**src/rtl/m_wb_uart_tx_if.sv**
```systemverilog
`default_nettype none
// ============================================================================
// Module      : m_wb_uart_tx_if
// Description : Wishbone responder bundle for the UART transmitter.
//               STB_I/WE_I/SEL_I/DAT_I run from the bus master to the block.
//               DAT_O (2-bit status) and ACK_O return to the master.
// Revision    : 1.0 - initial release
// ============================================================================
interface m_wb_uart_tx_if;
    logic       STB_I;
    logic       WE_I;
    logic       SEL_I;
    logic [7:0] DAT_I;
    logic [1:0] DAT_O;
    logic       ACK_O;

    modport master (
        output STB_I, WE_I, SEL_I, DAT_I,
        input  DAT_O, ACK_O
    );

    modport slave (
        input  STB_I, WE_I, SEL_I, DAT_I,
        output DAT_O, ACK_O
    );
endinterface
`default_nettype wire

```
**src/rtl/m_wb_uart_tx.sv**
```systemverilog
`default_nettype none
// ============================================================================
// Module      : m_wb_uart_tx
// Description : Wishbone-written UART transmitter, 8N1, LSB first.
//               Each bus write loads a one-byte holding register. The byte
//               then moves to a shifter and is sent at CLKDIV clocks per bit.
//               A byte waiting in the holding register at the end of a stop
//               bit starts the next frame with no idle gap.
// Ports       : CLK_I    - system clock, rising edge
//               RST_N_I  - asynchronous active-low reset
//               bus      - Wishbone responder (STB/WE/SEL/DAT_I in,
//                          DAT_O status {hold_full, busy} and ACK_O out)
//               usartTX  - registered serial output, idle high
// Revision    : 1.0 - initial release
// ============================================================================
module m_wb_uart_tx #(
    parameter int CLKDIV = 104
) (
    input  wire                   CLK_I,
    input  wire                   RST_N_I,
    m_wb_uart_tx_if.slave         bus,
    output logic                  usartTX
);

    localparam int              c_BW     = $clog2(CLKDIV);
    localparam logic [c_BW-1:0] c_RELOAD = c_BW'(CLKDIV - 1);
    localparam logic [c_BW-1:0] c_ONE    = c_BW'(1);

    typedef enum logic [1:0] {
        S_IDLE  = 2'd0,
        S_START = 2'd1,
        S_DATA  = 2'd2,
        S_STOP  = 2'd3
    } state_t;

    state_t          r_state,     w_state_nx;
    logic [7:0]      r_hold,      w_hold_nx;
    logic            r_hold_full, w_hold_full_nx;
    logic [7:0]      r_shift,     w_shift_nx;
    logic [2:0]      r_bitcnt,    w_bitcnt_nx;
    logic [c_BW-1:0] r_baudcnt,   w_baudcnt_nx;
    logic            r_tx,        w_tx_nx;

    logic w_ack;
    logic w_wr_acc;
    logic w_load;
    logic w_baud_zero;

    // A write stalls only while the holding register is occupied; reads never stall.
    assign w_ack       = bus.STB_I & ~(bus.WE_I & r_hold_full);
    assign w_wr_acc    = bus.STB_I & bus.WE_I & w_ack & bus.SEL_I;
    assign w_baud_zero = (r_baudcnt == '0);

    assign bus.ACK_O = w_ack;
    assign bus.DAT_O = {r_hold_full, (r_state != S_IDLE) | r_hold_full};
    assign usartTX   = r_tx;

    always_comb begin
        w_state_nx     = r_state;
        w_hold_nx      = r_hold;
        w_hold_full_nx = r_hold_full;
        w_shift_nx     = r_shift;
        w_bitcnt_nx    = r_bitcnt;
        w_baudcnt_nx   = r_baudcnt;
        w_tx_nx        = r_tx;
        w_load         = 1'b0;

        case (r_state)
            S_IDLE: begin
                w_load = r_hold_full;
            end
            S_START: begin
                if (w_baud_zero) begin
                    w_tx_nx      = r_shift[0];
                    w_bitcnt_nx  = 3'd0;
                    w_baudcnt_nx = c_RELOAD;
                    w_state_nx   = S_DATA;
                end else begin
                    w_baudcnt_nx = r_baudcnt - c_ONE;
                end
            end
            S_DATA: begin
                if (w_baud_zero) begin
                    w_baudcnt_nx = c_RELOAD;
                    if (r_bitcnt != 3'd7) begin
                        // Next bit is bit 1 of the current shifter contents.
                        w_shift_nx  = {1'b0, r_shift[7:1]};
                        w_tx_nx     = r_shift[1];
                        w_bitcnt_nx = r_bitcnt + 3'd1;
                    end else begin
                        w_tx_nx    = 1'b1;
                        w_state_nx = S_STOP;
                    end
                end else begin
                    w_baudcnt_nx = r_baudcnt - c_ONE;
                end
            end
            S_STOP: begin
                if (w_baud_zero) begin
                    if (r_hold_full) begin
                        w_load = 1'b1;
                    end else begin
                        w_state_nx = S_IDLE;
                    end
                end else begin
                    w_baudcnt_nx = r_baudcnt - c_ONE;
                end
            end
            default: begin
                w_state_nx = S_IDLE;
            end
        endcase

        // Transfer hold -> shifter and begin the start bit.
        if (w_load) begin
            w_shift_nx     = r_hold;
            w_hold_full_nx = 1'b0;
            w_tx_nx        = 1'b0;
            w_baudcnt_nx   = c_RELOAD;
            w_state_nx     = S_START;
        end

        // Never coincides with w_load: accept needs hold empty, load needs it full.
        if (w_wr_acc) begin
            w_hold_nx      = bus.DAT_I;
            w_hold_full_nx = 1'b1;
        end
    end

    always_ff @(posedge CLK_I or negedge RST_N_I) begin
        if (!RST_N_I) begin
            r_state     <= S_IDLE;
            r_hold      <= 8'h00;
            r_hold_full <= 1'b0;
            r_shift     <= 8'h00;
            r_bitcnt    <= 3'd0;
            r_baudcnt   <= '0;
            r_tx        <= 1'b1;
        end else begin
            r_state     <= w_state_nx;
            r_hold      <= w_hold_nx;
            r_hold_full <= w_hold_full_nx;
            r_shift     <= w_shift_nx;
            r_bitcnt    <= w_bitcnt_nx;
            r_baudcnt   <= w_baudcnt_nx;
            r_tx        <= w_tx_nx;
        end
    end

endmodule
`default_nettype wire

```
**src/flat_wrapper.sv**
```systemverilog
// flat-port wrapper written by rule: the top's interface ports become plain ports
module m_wb_uart_tx_flat 
#(
    parameter int CLKDIV = 104
)
  (CLK_I, RST_N_I, usartTX, bus_STB_I, bus_WE_I, bus_SEL_I, bus_DAT_I, bus_DAT_O, bus_ACK_O);
  m_wb_uart_tx_if bus_i ();
  input  wire CLK_I;
  input  wire RST_N_I;
  output logic usartTX;
  input wire logic [$bits(bus_i.STB_I)-1:0] bus_STB_I;
  input wire logic [$bits(bus_i.WE_I)-1:0] bus_WE_I;
  input wire logic [$bits(bus_i.SEL_I)-1:0] bus_SEL_I;
  input wire logic [$bits(bus_i.DAT_I)-1:0] bus_DAT_I;
  output wire logic [$bits(bus_i.DAT_O)-1:0] bus_DAT_O;
  output wire logic [$bits(bus_i.ACK_O)-1:0] bus_ACK_O;
  assign bus_i.STB_I = bus_STB_I;
  assign bus_i.WE_I = bus_WE_I;
  assign bus_i.SEL_I = bus_SEL_I;
  assign bus_i.DAT_I = bus_DAT_I;
  assign bus_DAT_O = bus_i.DAT_O;
  assign bus_ACK_O = bus_i.ACK_O;
  m_wb_uart_tx #(.CLKDIV(CLKDIV)) u_core (.CLK_I(CLK_I), .RST_N_I(RST_N_I), .bus(bus_i), .usartTX(usartTX));
endmodule
```
**config.mk**
```make
export PLATFORM = sky130hd
export DESIGN_NAME = m_wb_uart_tx_flat
export DESIGN_NICKNAME = d
export VERILOG_FILES = /design/src/rtl/m_wb_uart_tx_if.sv /design/src/rtl/m_wb_uart_tx.sv /design/src/flat_wrapper.sv
export SDC_FILE = /design/constraint.sdc
export NUM_CORES = 1
export LEC_CHECK = 0
export CAP_MARGIN = 20
export CELL_PAD_IN_SITES_DETAIL_PLACEMENT = 2
export CELL_PAD_IN_SITES_GLOBAL_PLACEMENT = 2
export CORE_ASPECT_RATIO = 0.7
export CORE_MARGIN = 2
export CORE_UTILIZATION = 41
export CTS_BUF_LIST = sky130_fd_sc_hd__clkbuf_8
export DETAILED_ROUTE_END_ITERATION = 10
export PLACE_DENSITY = 0.95
export SYNTH_ARGS = -nofsm -noshare
export SYNTH_HDL_FRONTEND = slang
export SYNTH_SLANG_ARGS = --single-unit
```
**constraint.sdc**
```tcl
create_clock -name CLK_I -period 5.37 [get_ports CLK_I]
set_input_delay 1.3425 -clock CLK_I [delete_from_list [all_inputs] [get_ports CLK_I]]
set_output_delay 1.3425 -clock CLK_I [all_outputs]
set_load 0.01 [all_outputs]
```
Word-level counts from Yosys, hierarchy flattened
Cells that the tools add are included.
Cells by class
  bitwise logic cells: 7
  multiplexer cells: 29
  $add $sub $neg: 2
  equal/unequal tests: 13
  reduce and logical (&&, ||, !) cells: 17
Operators with widths (count)
  $mux W8: 4
  $mux W7: 3
  $pmux W7 S2: 1
  $mux W2: 6
  $reduce_bool A2 Y1: 6
  $mux W3: 3
  $ne A3 B1 Y1 const B: 3
  $mux W1: 8
  $logic_not A7 Y1: 1
  $sub A7 B1 Y7 const B: 1
  $ne A2 B1 Y1 const B: 3
  $ne A3 B2 Y1 const B: 2
  $ne A3 B3 Y1 const B: 2
  $pmux W2 S3: 1
  $pmux W3 S2: 1
  $reduce_and A3 Y1: 2
  $reduce_and A6 Y1: 1
  $reduce_bool A3 Y1: 2
  $and A1 B1 Y1: 5
  $eq A2 B2 Y1 const B: 2
  $pmux W1 S2: 2
  $reduce_and A4 Y1: 1
  $reduce_bool A4 Y1: 1
  $add A3 B1 Y3 const B: 1
  6 further kinds: 6
Word-level totals
  output and inout bits: 4
  bits in registers: 30
  word-level logic and storage cells: 75
  bits of input ports: 13

Longest topological paths before layout
  depth in word-level cells: 6
  gate-level depth with buffers: 7
  depth with buffers taken out: 6

Worst setup path after synthesis
OpenSTA, ideal clock, no wires.
  path type: input to output
  start point: in bus_STB_I
  end point: out bus_ACK_O
  cell stages on the path: 1
  data required time: 4.028 ns
  path buffers: 0
  path slack: 2.334 ns
  data arrival time: 1.694 ns
  cell sequence: a21boi_0
Between the ends
  word-level cells in the longest chain between the ends: 1
RTL lines
  from (decl): RTL line flat_wrapper.sv:11  | input wire logic [$bits(bus_i.STB_I)-1:0] bus_STB_I;
  $and A1 B1 Y1: RTL line m_wb_uart_tx.sv:50  | assign w_ack = bus.STB_I & ~(bus.WE_I & r_hold_full);
  to (decl): RTL line flat_wrapper.sv:16  | output wire logic [$bits(bus_i.ACK_O)-1:0] bus_ACK_O;
No other way between the ends.

Worst setup path in the final report
  start point: in bus_WE_I
  end point: out bus_ACK_O
Between the ends
  word-level cells in the longest chain between the ends: 3
RTL lines
  from (decl): RTL line flat_wrapper.sv:12  | input wire logic [$bits(bus_i.WE_I)-1:0] bus_WE_I;
  $and A1 B1 Y1: RTL line m_wb_uart_tx.sv:50
  $not A1 Y1: RTL line m_wb_uart_tx.sv:50
  $and A1 B1 Y1: RTL line m_wb_uart_tx.sv:50
No other way between the ends.

==> impl_metrics.env <==
export IMPL_clk_latency_ns=0.29
export IMPL_routed_wl_um=4550
export IMPL_grt_overflow=0
export IMPL_p_int_mw=0.368
export IMPL_crit_arrival_ns=2.69
export IMPL_antenna_found_initial=0
export IMPL_seq_power_share=0.533
export IMPL_core_area_mm2=0.00387
export IMPL_crit_path_max_incr_delay_ns=0.60
export IMPL_grt_usage=0.233
export IMPL_grt_pass1_wl_um=7670
export IMPL_rrSetupSlack_ns=2.92
export IMPL_whs_path_depth=2
export IMPL_combPwrFrac=0.085
export IMPL_path_common_cell="clkdlybuf4s50_1"
export IMPL_die_w_um=79.4
export IMPL_stdcell_area_mm2=0.00193
export IMPL_grt_pass1_vias=1440
export IMPL_tightest_slew_ns=0.567
export IMPL_async_flop_share=1.00
export IMPL_rsz0062_at_grt="no"
export IMPL_worstHoldPathType="flop to flop"
export IMPL_slowest_stage="clkdlybuf4s50_1"
export IMPL_clkSlewWorstSetupHoldPaths_ns=0.06
export IMPL_area_growth_pct=18.4
export IMPL_placed_cell_area_mm2=0.00184
export IMPL_fmax_mhz=248
export IMPL_fin_skew_ns=0.00764
export IMPL_r2r_start="u_core.r_baudcnt[0]$_DFFE_PN0P_"
export IMPL_dp_hpwl_um=3340
export IMPL_worstPathRequired_ns=4.03
export IMPL_routedWlPerCell_um=20.7
export IMPL_layout_commonest_cell="dfrtp_1"
export IMPL_p_sw_mw=0.112
export IMPL_path_class="input port to output port"
export IMPL_p_sw_frac=0.233
export IMPL_slew_headroom=0.622
export IMPL_nFillCells=392
export IMPL_worstSetupStartpointType="input port"
export IMPL_drtIter0Drc=46
export IMPL_reg2reg_to="u_core.r_shift[0]$_DFFE_PN0P_"
export IMPL_drtPass1Iterations=4
export IMPL_clkPwrFrac=0.382
export IMPL_htreeDepth=2
export IMPL_diodes=0
export IMPL_hold_start="u_core.usartTX$_DFFE_PN1P_"
export IMPL_ys_types=39
export IMPL_finalSetupViolCount=0
export IMPL_final_cell_mix="dfrtp_1, mux2_2, clkdlybuf4s50_1"
export IMPL_rows=19
export IMPL_avgSynthCellArea_um2=11.1
export IMPL_finalNetCount=187
export IMPL_pwr_density_cell_mw_per_mm2=248
export IMPL_avgViaCountPerCell=5.58
export IMPL_cts_sinks=30
export IMPL_cap_viol_max_count=0
export IMPL_cp_end_kind="output port"
export IMPL_yosysSeqAreaShare=0.461
export IMPL_drc=0
export IMPL_path_max_fanout=2
export IMPL_synth_edf_count=0
export IMPL_syn_area_mm2=0.00163
export IMPL_final_layout_size_suffix_gt1_frac=0.214
export IMPL_initial_core_util=0.421
export IMPL_grt_max_degree=31
export IMPL_synth_fp_nets=167
export IMPL_die_area_mm2=0.00451
export IMPL_hold_path_endpoint="u_core.usartTX$_DFFE_PN1P_"
export IMPL_cts_hold_fix_buffers=0
export IMPL_synth_seq_cells=30
export IMPL_cts_max_path_buffers=2
export IMPL_hold_viol=0
export IMPL_die_h_um=56.8
export IMPL_ir_worst_vdd_mv=0.169
export IMPL_ant_nets=0
export IMPL_min_period_over_period=0.750
export IMPL_numPortBuffers=16
export IMPL_tritoncts="done"
export IMPL_cts_buffers=5
export IMPL_vias=1227
export IMPL_cts_resized=0
export IMPL_cts_setup_buffers=0
export IMPL_cts_root_buf="clkbuf_8"
export IMPL_setup_tns_ns=0
export IMPL_p_leak_nw=0.865
export IMPL_crit_chain="clkdlybuf4s50_1 > a21boi_0 > clkdlybuf4s50_1"
export IMPL_period_minus_slack_ns=4.03
export IMPL_pin_count=17
export IMPL_reg2reg_depth=6
export IMPL_slew_violations=0
export IMPL_status="finished, final reports clean"
export IMPL_syn_inst=147
export IMPL_synthFlopType="dfrtp_1"
export IMPL_yosys_warnings=0
export IMPL_globalplace_congestion=0.828
## metrics by stage
step	hold slack [ns]	util	setup WS, ns	power [mW]	std cells
after floorplan	0.473	-	2.33	0.273	147
after global placement	0.458	0.476	1.44	0.290	212
after detailed placement	0.476	0.476	1.41	0.300	212
after CTS	0.500	0.499	1.31	0.487	220
after global routing	0.531	0.499	1.30	0.498	220
final	0.495	0.499	1.34	0.480	220
## worst max-delay path by stage
stage,from,end,slack [ns],cells past startpoint
global placement,bus_STB_I,bus_ACK_O,1.44,3
CTS,bus_WE_I,bus_ACK_O,1.31,3
floorplan,bus_STB_I,bus_ACK_O,2.33,1
detailed placement,bus_STB_I,bus_ACK_O,1.41,3
finish,bus_WE_I,bus_ACK_O,1.34,3
global route,bus_WE_I,bus_ACK_O,1.30,3
## worst max-delay path, delay by kind of cell
family,cells,cell delay [ns]
buffers and inverters,2,1.04
AOI/OAI and AO/OA,1,0.30
## registers in the layout (all words and copies together), names as in the netlist
| register | cells |
|---|---|
| u_core.r_shift | 8 |
| u_core.r_bitcnt | 3 |
| u_core.r_hold | 8 |
| u_core.r_hold_full | 1 |
| u_core.r_state | 2 |
| u_core.r_baudcnt | 7 |
| u_core.usartTX | 1 |
## power groups by stage
stage          combinational, mW  clock, mW  sequential [mW]
6_report                  0.0406      0.184            0.256
5_1_grt                   0.0439      0.196            0.258
4_1_cts                   0.0417      0.190            0.255
3_5_place_dp              0.0411          0            0.259
3_3_place_gp              0.0355          0            0.255
2_1_floorplan             0.0199          0            0.253
## synth_stat cells, types with 2 or more instances
master,n,area share
a21boi_0,3,0.014
ha_1,7,0.054
inv_1,8,0.018
nand2_1,12,0.028
o311ai_0,2,0.011
mux2_2,22,0.15
nand2b_1,3,0.011
dfrtp_1,29,0.44
clkbuf_1,2,0.0046
nand3_1,6,0.018
a211oi_1,2,0.0092
nor3_1,3,0.0092
or3_1,2,0.0077
o21ai_0,6,0.018
a31oi_1,2,0.0077
buf_4,2,0.0092
nor2_1,7,0.016
nor4_1,2,0.0077
nor2b_1,2,0.0077
a211o_1,2,0.011
a21oi_1,5,0.015
## kinds of logic (layout without fill, tap and decap cells)
family	after synthesis	in the layout	share of synthesized area
compound gates	30	30	0.129
fa+ha+maj	7	7	0.0536
buf+inv	12	33	0.0322
flops	30	30	0.461
mux	23	23	0.158
simple gates	45	45	0.167
## metal layers
layer,track usage,up-vias,part of all wire
met3,0.0434,7,0.022
met1,0.305,631,0.46
met5,0,-,0
met2,0.385,16,0.50
li1,-,573,-
met4,0.0862,0,0.018
## cell type report
| type | count | area [um2] | area share |
|---|---|---|---|
| tap | 52 | 65.1 | 0.0337 |
| timing repair buffer | 17 | 168 | 0.0867 |
| sequential | 30 | 752 | 0.389 |
| multi-input combinational | 105 | 828 | 0.428 |
| clock inverter | 2 | 7.51 | 0.00388 |
| clock buffer | 6 | 82.6 | 0.0427 |
| inverter | 8 | 30.0 | 0.0155 |
Note: power is estimated with default switching activity, not from simulation.
